<file path="src/rtl/k12a_spi_slave_if.sv">
// Pin and CPU-side signal bundle for the k12a SPI responder.
// The slave modport is the responder's view; master is the view of whoever drives it.
interface k12a_spi_slave_if;
  logic       spi_sck;
  logic       spi_mosi;
  logic       spi_cs_n;
  logic       spi_miso;
  logic       spi_miso_oe;
  logic [7:0] tx_data;
  logic       tx_write;
  logic       tx_ready;
  logic [7:0] rx_data;
  logic       rx_valid;
  logic       rx_ack;
  logic       rx_overrun;
  logic       busy;

  modport slave (
    input  spi_sck, spi_mosi, spi_cs_n, tx_data, tx_write, rx_ack,
    output spi_miso, spi_miso_oe, tx_ready, rx_data, rx_valid, rx_overrun, busy
  );

  modport master (
    output spi_sck, spi_mosi, spi_cs_n, tx_data, tx_write, rx_ack,
    input  spi_miso, spi_miso_oe, tx_ready, rx_data, rx_valid, rx_overrun, busy
  );
endinterface

</file>
<file path="src/rtl/k12a_spi_slave.sv">
// SPI mode-0 responder: oversamples SCK/MOSI/CS_n in cpu_clock, MSB-first 8-bit frames,
// one-byte transmit buffer and one-byte receive holding register with sticky overrun.
module k12a_spi_slave #(
  parameter logic [7:0] IDLE_BYTE = 8'hFF
) (
  input  logic            cpu_clock,
  input  logic            reset,
  k12a_spi_slave_if.slave bus
);

  // NOTE: two flops per pin settle metastability; the third stage on sck/cs_n is only the
  // previous synchronized value used for edge detection, never a raw-pin view.
  logic [2:0] sck_sync;
  logic [2:0] cs_sync;
  logic [1:0] mosi_sync;

  logic [7:0] tx_buf;
  logic       tx_full;
  logic [7:0] tx_shift;
  logic [6:0] rx_shift;
  logic [2:0] bit_cnt;
  logic [7:0] rx_data;
  logic       rx_valid;
  logic       rx_overrun;

  logic sck_s, sck_d, cs_s, cs_d, mosi_s;
  logic cs_rise, cs_fall, sck_rise, sck_fall;
  logic load, byte_done;

  // NOTE: sequential state uses non-blocking assignments so every register samples the
  // pre-edge values of its inputs, independent of block ordering.
  always_ff @(posedge cpu_clock or posedge reset) begin
    if (reset) begin
      sck_sync  <= 3'b000;
      cs_sync   <= 3'b111;
      mosi_sync <= 2'b00;
    end else begin
      sck_sync  <= {sck_sync[1:0], bus.spi_sck};
      cs_sync   <= {cs_sync[1:0], bus.spi_cs_n};
      mosi_sync <= {mosi_sync[0], bus.spi_mosi};
    end
  end

  assign sck_s  = sck_sync[1];
  assign sck_d  = sck_sync[2];
  assign cs_s   = cs_sync[1];
  assign cs_d   = cs_sync[2];
  assign mosi_s = mosi_sync[1];

  // CS_n edges take priority; SCK edges count only while CS_n was and still is low.
  assign cs_rise   = cs_s & ~cs_d;
  assign cs_fall   = ~cs_s & cs_d;
  assign sck_rise  = ~cs_s & ~cs_d & sck_s & ~sck_d;
  assign sck_fall  = ~cs_s & ~cs_d & ~sck_s & sck_d;
  assign load      = cs_fall | (sck_fall & (bit_cnt == 3'd0));
  assign byte_done = sck_rise & (bit_cnt == 3'd7);

  always_ff @(posedge cpu_clock or posedge reset) begin
    if (reset) begin
      bit_cnt  <= 3'd0;
      rx_shift <= 7'd0;
    end else if (cs_rise) begin
      bit_cnt  <= 3'd0;
      rx_shift <= 7'd0;
    end else if (cs_fall) begin
      bit_cnt  <= 3'd0;
    end else if (sck_rise) begin
      bit_cnt  <= bit_cnt + 3'd1;
      rx_shift <= {rx_shift[5:0], mosi_s};
    end
  end

  always_ff @(posedge cpu_clock or posedge reset) begin
    if (reset) begin
      tx_shift <= 8'h00;
    end else if (load) begin
      tx_shift <= tx_full ? tx_buf : IDLE_BYTE;
    end else if (sck_fall) begin
      tx_shift <= {tx_shift[6:0], 1'b0};
    end
  end

  // A write accepted at a load point must survive the load's clear, so it is ordered last.
  always_ff @(posedge cpu_clock or posedge reset) begin
    if (reset) begin
      tx_buf  <= 8'h00;
      tx_full <= 1'b0;
    end else begin
      if (load) tx_full <= 1'b0;
      if (bus.tx_write && !tx_full) begin
        tx_buf  <= bus.tx_data;
        tx_full <= 1'b1;
      end
    end
  end

  always_ff @(posedge cpu_clock or posedge reset) begin
    if (reset) begin
      rx_data    <= 8'h00;
      rx_valid   <= 1'b0;
      rx_overrun <= 1'b0;
    end else begin
      if (bus.rx_ack) begin
        rx_valid   <= 1'b0;
        rx_overrun <= 1'b0;
      end
      if (byte_done) begin
        rx_data  <= {rx_shift, mosi_s};
        rx_valid <= 1'b1;
        if (rx_valid && !bus.rx_ack) rx_overrun <= 1'b1;
      end
    end
  end

  assign bus.spi_miso    = tx_shift[7];
  assign bus.spi_miso_oe = ~cs_d;
  assign bus.busy        = ~cs_d;
  assign bus.tx_ready    = ~tx_full;
  assign bus.rx_data     = rx_data;
  assign bus.rx_valid    = rx_valid;
  assign bus.rx_overrun  = rx_overrun;

endmodule

</file>
<file path="src/flat_wrapper.sv">
// flat-port wrapper written by rule: the top's interface ports become plain ports
module k12a_spi_slave_flat 
#(
  parameter logic [7:0] IDLE_BYTE = 8'hFF
)
  (cpu_clock, reset, bus_spi_sck, bus_spi_mosi, bus_spi_cs_n, bus_tx_data, bus_tx_write, bus_rx_ack, bus_spi_miso, bus_spi_miso_oe, bus_tx_ready, bus_rx_data, bus_rx_valid, bus_rx_overrun, bus_busy);
  k12a_spi_slave_if bus_i ();
  input  logic cpu_clock;
  input  logic reset;
  input wire logic [$bits(bus_i.spi_sck)-1:0] bus_spi_sck;
  input wire logic [$bits(bus_i.spi_mosi)-1:0] bus_spi_mosi;
  input wire logic [$bits(bus_i.spi_cs_n)-1:0] bus_spi_cs_n;
  input wire logic [$bits(bus_i.tx_data)-1:0] bus_tx_data;
  input wire logic [$bits(bus_i.tx_write)-1:0] bus_tx_write;
  input wire logic [$bits(bus_i.rx_ack)-1:0] bus_rx_ack;
  output wire logic [$bits(bus_i.spi_miso)-1:0] bus_spi_miso;
  output wire logic [$bits(bus_i.spi_miso_oe)-1:0] bus_spi_miso_oe;
  output wire logic [$bits(bus_i.tx_ready)-1:0] bus_tx_ready;
  output wire logic [$bits(bus_i.rx_data)-1:0] bus_rx_data;
  output wire logic [$bits(bus_i.rx_valid)-1:0] bus_rx_valid;
  output wire logic [$bits(bus_i.rx_overrun)-1:0] bus_rx_overrun;
  output wire logic [$bits(bus_i.busy)-1:0] bus_busy;
  assign bus_i.spi_sck = bus_spi_sck;
  assign bus_i.spi_mosi = bus_spi_mosi;
  assign bus_i.spi_cs_n = bus_spi_cs_n;
  assign bus_i.tx_data = bus_tx_data;
  assign bus_i.tx_write = bus_tx_write;
  assign bus_i.rx_ack = bus_rx_ack;
  assign bus_spi_miso = bus_i.spi_miso;
  assign bus_spi_miso_oe = bus_i.spi_miso_oe;
  assign bus_tx_ready = bus_i.tx_ready;
  assign bus_rx_data = bus_i.rx_data;
  assign bus_rx_valid = bus_i.rx_valid;
  assign bus_rx_overrun = bus_i.rx_overrun;
  assign bus_busy = bus_i.busy;
  k12a_spi_slave #(.IDLE_BYTE(IDLE_BYTE)) u_core (.cpu_clock(cpu_clock), .reset(reset), .bus(bus_i));
endmodule
</file>
<file path="config.mk">
export PLATFORM = sky130hd
export DESIGN_NAME = k12a_spi_slave_flat
export DESIGN_NICKNAME = d
export VERILOG_FILES = /design/src/rtl/k12a_spi_slave_if.sv /design/src/rtl/k12a_spi_slave.sv /design/src/flat_wrapper.sv
export SDC_FILE = /design/constraint.sdc
export NUM_CORES = 1
export LEC_CHECK = 0
export CAP_MARGIN = 20
export CORE_ASPECT_RATIO = 1.2
export CORE_UTILIZATION = 45
export DETAILED_ROUTE_END_ITERATION = 8
export PLACE_DENSITY_LB_ADDON = 0.15
export SYNTH_ARGS = -nofsm -noshare
export SYNTH_HDL_FRONTEND = slang
export SYNTH_SLANG_ARGS = --single-unit
</file>
<file path="constraint.sdc">
create_clock -name cpu_clock -period 2 [get_ports cpu_clock]
set_clock_uncertainty 0.2 [all_clocks]
set_input_delay 0.2 -clock cpu_clock [delete_from_list [all_inputs] [get_ports cpu_clock]]
set_output_delay 0.2 -clock cpu_clock [all_outputs]
set_load 0.01 [all_outputs]
</file>
==> impl_metrics.tcl <==
set metrics [dict create \
    vias 1144 \
    drv_cap 0 \
    cts_buffer_depth 2 \
    insertion_delay_ns 0.29 \
    drtIter0Drc 24 \
    drt-total-wl_mm 2.929 \
    setup_viol 0 \
    grt-ovfl-total 0 \
    ys_ff_latch 45 \
    synth_cells 141 \
    port_buffers 28 \
    holdWs_ns 0.03630 \
    dp_slack_ns 0.3718 \
    worstSetupPathType "register to output port" \
    end_kind "output port" \
    comb_power_share_pct 13.5 \
    track_usage_pct 16.41 \
    grt_pass1_wl_mm 5.209 \
    switching_share_pct 22.23 \
    ys_seq_area_share_pct 62.06 \
    grt_max_degree 31 \
    dp_cells 223 \
    power.internal_mw 1.686 \
    dr.pass1.iters 4 \
    status "finished, final reports clean" \
    drive_gt1_share_pct 20.11 \
    initial_core_util_pct 48.50 \
    synth_area_leader_cell "dfrtp_1" \
    synth-edff-count 0 \
    synth_area_leaders "dfrtp_1 (58%), mux2_4 (6.6%), dfstp_2 (4.3%), mux2_2 (4.3%), a22o_1 (3.8%)" \
    grt_pass1_vias 1189 \
    power.density_nw_per_um2 932.3 \
    cts_made_buffers 5 \
    synth.avg_cell_area_um2 12.91 \
    drv_slew 0 \
    post_drt_wl_per_cell_um 12.68 \
    synth.distinct_cells 27 \
    cp-start-kind "register" \
    slew_headroom_pct 66.68 \
    max_freq_ghz 0.5453 \
    avgViaCountPerCell 4.952 \
    ir_worst_vdd_v 0.0005958 \
    cts-root-buf "clkbuf_8" \
    hold_path.class "input pin to async pin" \
    yosys_warnings 0 \
    finalSetupTns_ns 0 \
    syn-cell-area_um2 1820 \
    fin_crit_ns 1.834 \
    nNetsFinal 196 \
    diodes 0 \
    finalCritPeriodShare_pct 91.69 \
    cts_hold_buf 0 \
    worstPathArrival_ns 1.43 \
    die_h_um 71.68 \
    cts_resized 0 \
    antenna_found_initial 0 \
    worstPathRequired_ns 1.60 \
    worstMarginPinSlew_ns 0.4965 \
    area_growth_pct 27.70 \
    async_flop_share_pct 100.0 \
    gp_congestion 0.7584 \
    hold_viol 0 \
    switchingPower_uw 481.7 \
    clk_pin_slew_ns 0.08 \
    critPathMaxFanout 5 \
    p_clk_share_pct 36.2 \
    total_leakage_power_nw 1.092 \
    hpwl_mm 2.156 \
    fill_cells 311 \
    io_pins 29 \
    synth_top_area_share_pct 57.73 \
    die_area_um2 4305 \
    cts_tree "yes" \
    rsz0062_at_grt "no" \
    sequentialPowerShare_pct 50.3 \
    fin_cells 231 \
    cts_sinks 45 \
    final_antenna_net_count 0 \
    rows 24 \
    synth_fp_nets 159 \
    drc 0 \
    htreeDepth 2 \
    fp.coreArea_um2 3754 \
    yosys_most_used_dff "dfrtp_1" \
    cts_setup_buffers 0 \
    fin_ws_ns 0.1662 \
    dieWidth_um 60.06 \
]
[through the flow]
stage	cell area (um2)	utilization, %	total power, mW
after global routing	2325	61.93	2.286
after detailed placement	2191	58.37	1.406
after floorplan	1821	-	1.286
final	2325	61.93	2.167
after CTS	2325	61.93	2.195
after global placement	2191	58.37	1.390
[sequential cells by signal (all words and copies together) (netlist names)]
name,flops
u_core.tx_shift,8
u_core.bus.rx_valid,1
u_core.bit_cnt,3
u_core.cs_sync,3
u_core.sck_sync,3
u_core.bus.rx_data,8
u_core.tx_buf,8
u_core.mosi_sync,2
u_core.tx_full,1
u_core.bus.rx_overrun,1
u_core.rx_shift,7
[final cells by class]
type	instances	area (um2)	area share [%]
clock buffer	5	68.82	2.960
clock inverter	3	65.06	2.799
inverter	9	33.78	1.453
multi-input combinational	82	629.4	27.07
sequential	45	1130	48.60
tap	52	65.06	2.799
timing repair buffer	35	332.8	14.32
[placed cells by master (no fill, tap or decap), types with 3 or more instances in the layout]
master	Yosys	final
a31oi_1	3	3
nand2_1	12	12
nor3b_1	6	6
o21ai_0	5	5
dfstp_2	3	3
nor2_1	10	10
dfrtp_1	42	42
clkdlybuf4s50_1	0	28
buf_4	1	7
clkbuf_8	0	5
ha_1	3	3
mux2_2	7	7
inv_1	8	8
a22o_1	8	8
mux2_4	8	8
o31ai_1	6	6
[power groups by stage]
stage	registers, mW	logic [mW]	clock network [mW]
after floorplan	1.09	0.194	0
after global placement	1.10	0.287	0
after detailed placement	1.11	0.295	0
after CTS	1.09	0.298	0.804
after global routing	1.11	0.328	0.851
final	1.09	0.292	0.784
[layer usage]
layer / track usage [%] / wire (um)
met1: 19.04 / 1251
met2: 27.28 / 1506
met3: 5.957 / 116
met4: 6.202 / 55
met5: 0 / 0
[synthesized netlist by cell type, types with 2 or more instances]
library cell	n
dfrtp_1	42
nand2_1	12
nor2_1	10
a22o_1	8
inv_1	8
mux2_4	8
mux2_2	7
nor3b_1	6
o31ai_1	6
o21ai_0	5
buf_2	4
a31oi_1	3
dfstp_2	3
ha_1	3
nor2b_1	2
o21ai_1	2
o21bai_1	2
[cells by family (layout without fill, tap and decap cells)]
logic type      count (synthesis)  in the layout  share of synthesized area [%]
compound gates                 29             29                          11.27
fa+ha+maj                       3              3                          2.062
buf+inv                        14             52                          3.368
flops                          45             45                          62.06
mux                            15             15                          10.93
simple gates                   35             35                          10.31
[worst max-delay path: stages, from the launching register on]
cell and delay (ns):
dfstp_2 0.57, inv_1 0.09, clkdlybuf4s50_1 0.49
[worst paths after layout]
path / from / end / slack [ns] / cells after the start
setup / recovery: u_core.cs_sync[2]$_DFF_PP1_ / bus_busy / 0.17 / 2
hold / removal: reset / u_core.bus.rx_data[6]$_DFFE_PP0P_ / 0.04 / 3
setup reg to reg: u_core.bit_cnt[0]$_DFFE_PP0P_ / u_core.tx_shift[6]$_DFFE_PP0P_ / 0.35 / 7
hold reg to reg: u_core.sck_sync[0]$_DFF_PP0_ / u_core.sck_sync[1]$_DFF_PP0_ / 0.15 / 0
max in group asynchronous: reset / u_core.tx_buf[6]$_DFFE_PP0P_ / 1.23 / 3
min in group cpu_clock: bus_spi_cs_n / u_core.cs_sync[0]$_DFF_PP1_ / 0.11 / 1
Note: power is estimated with default switching activity, not from simulation.
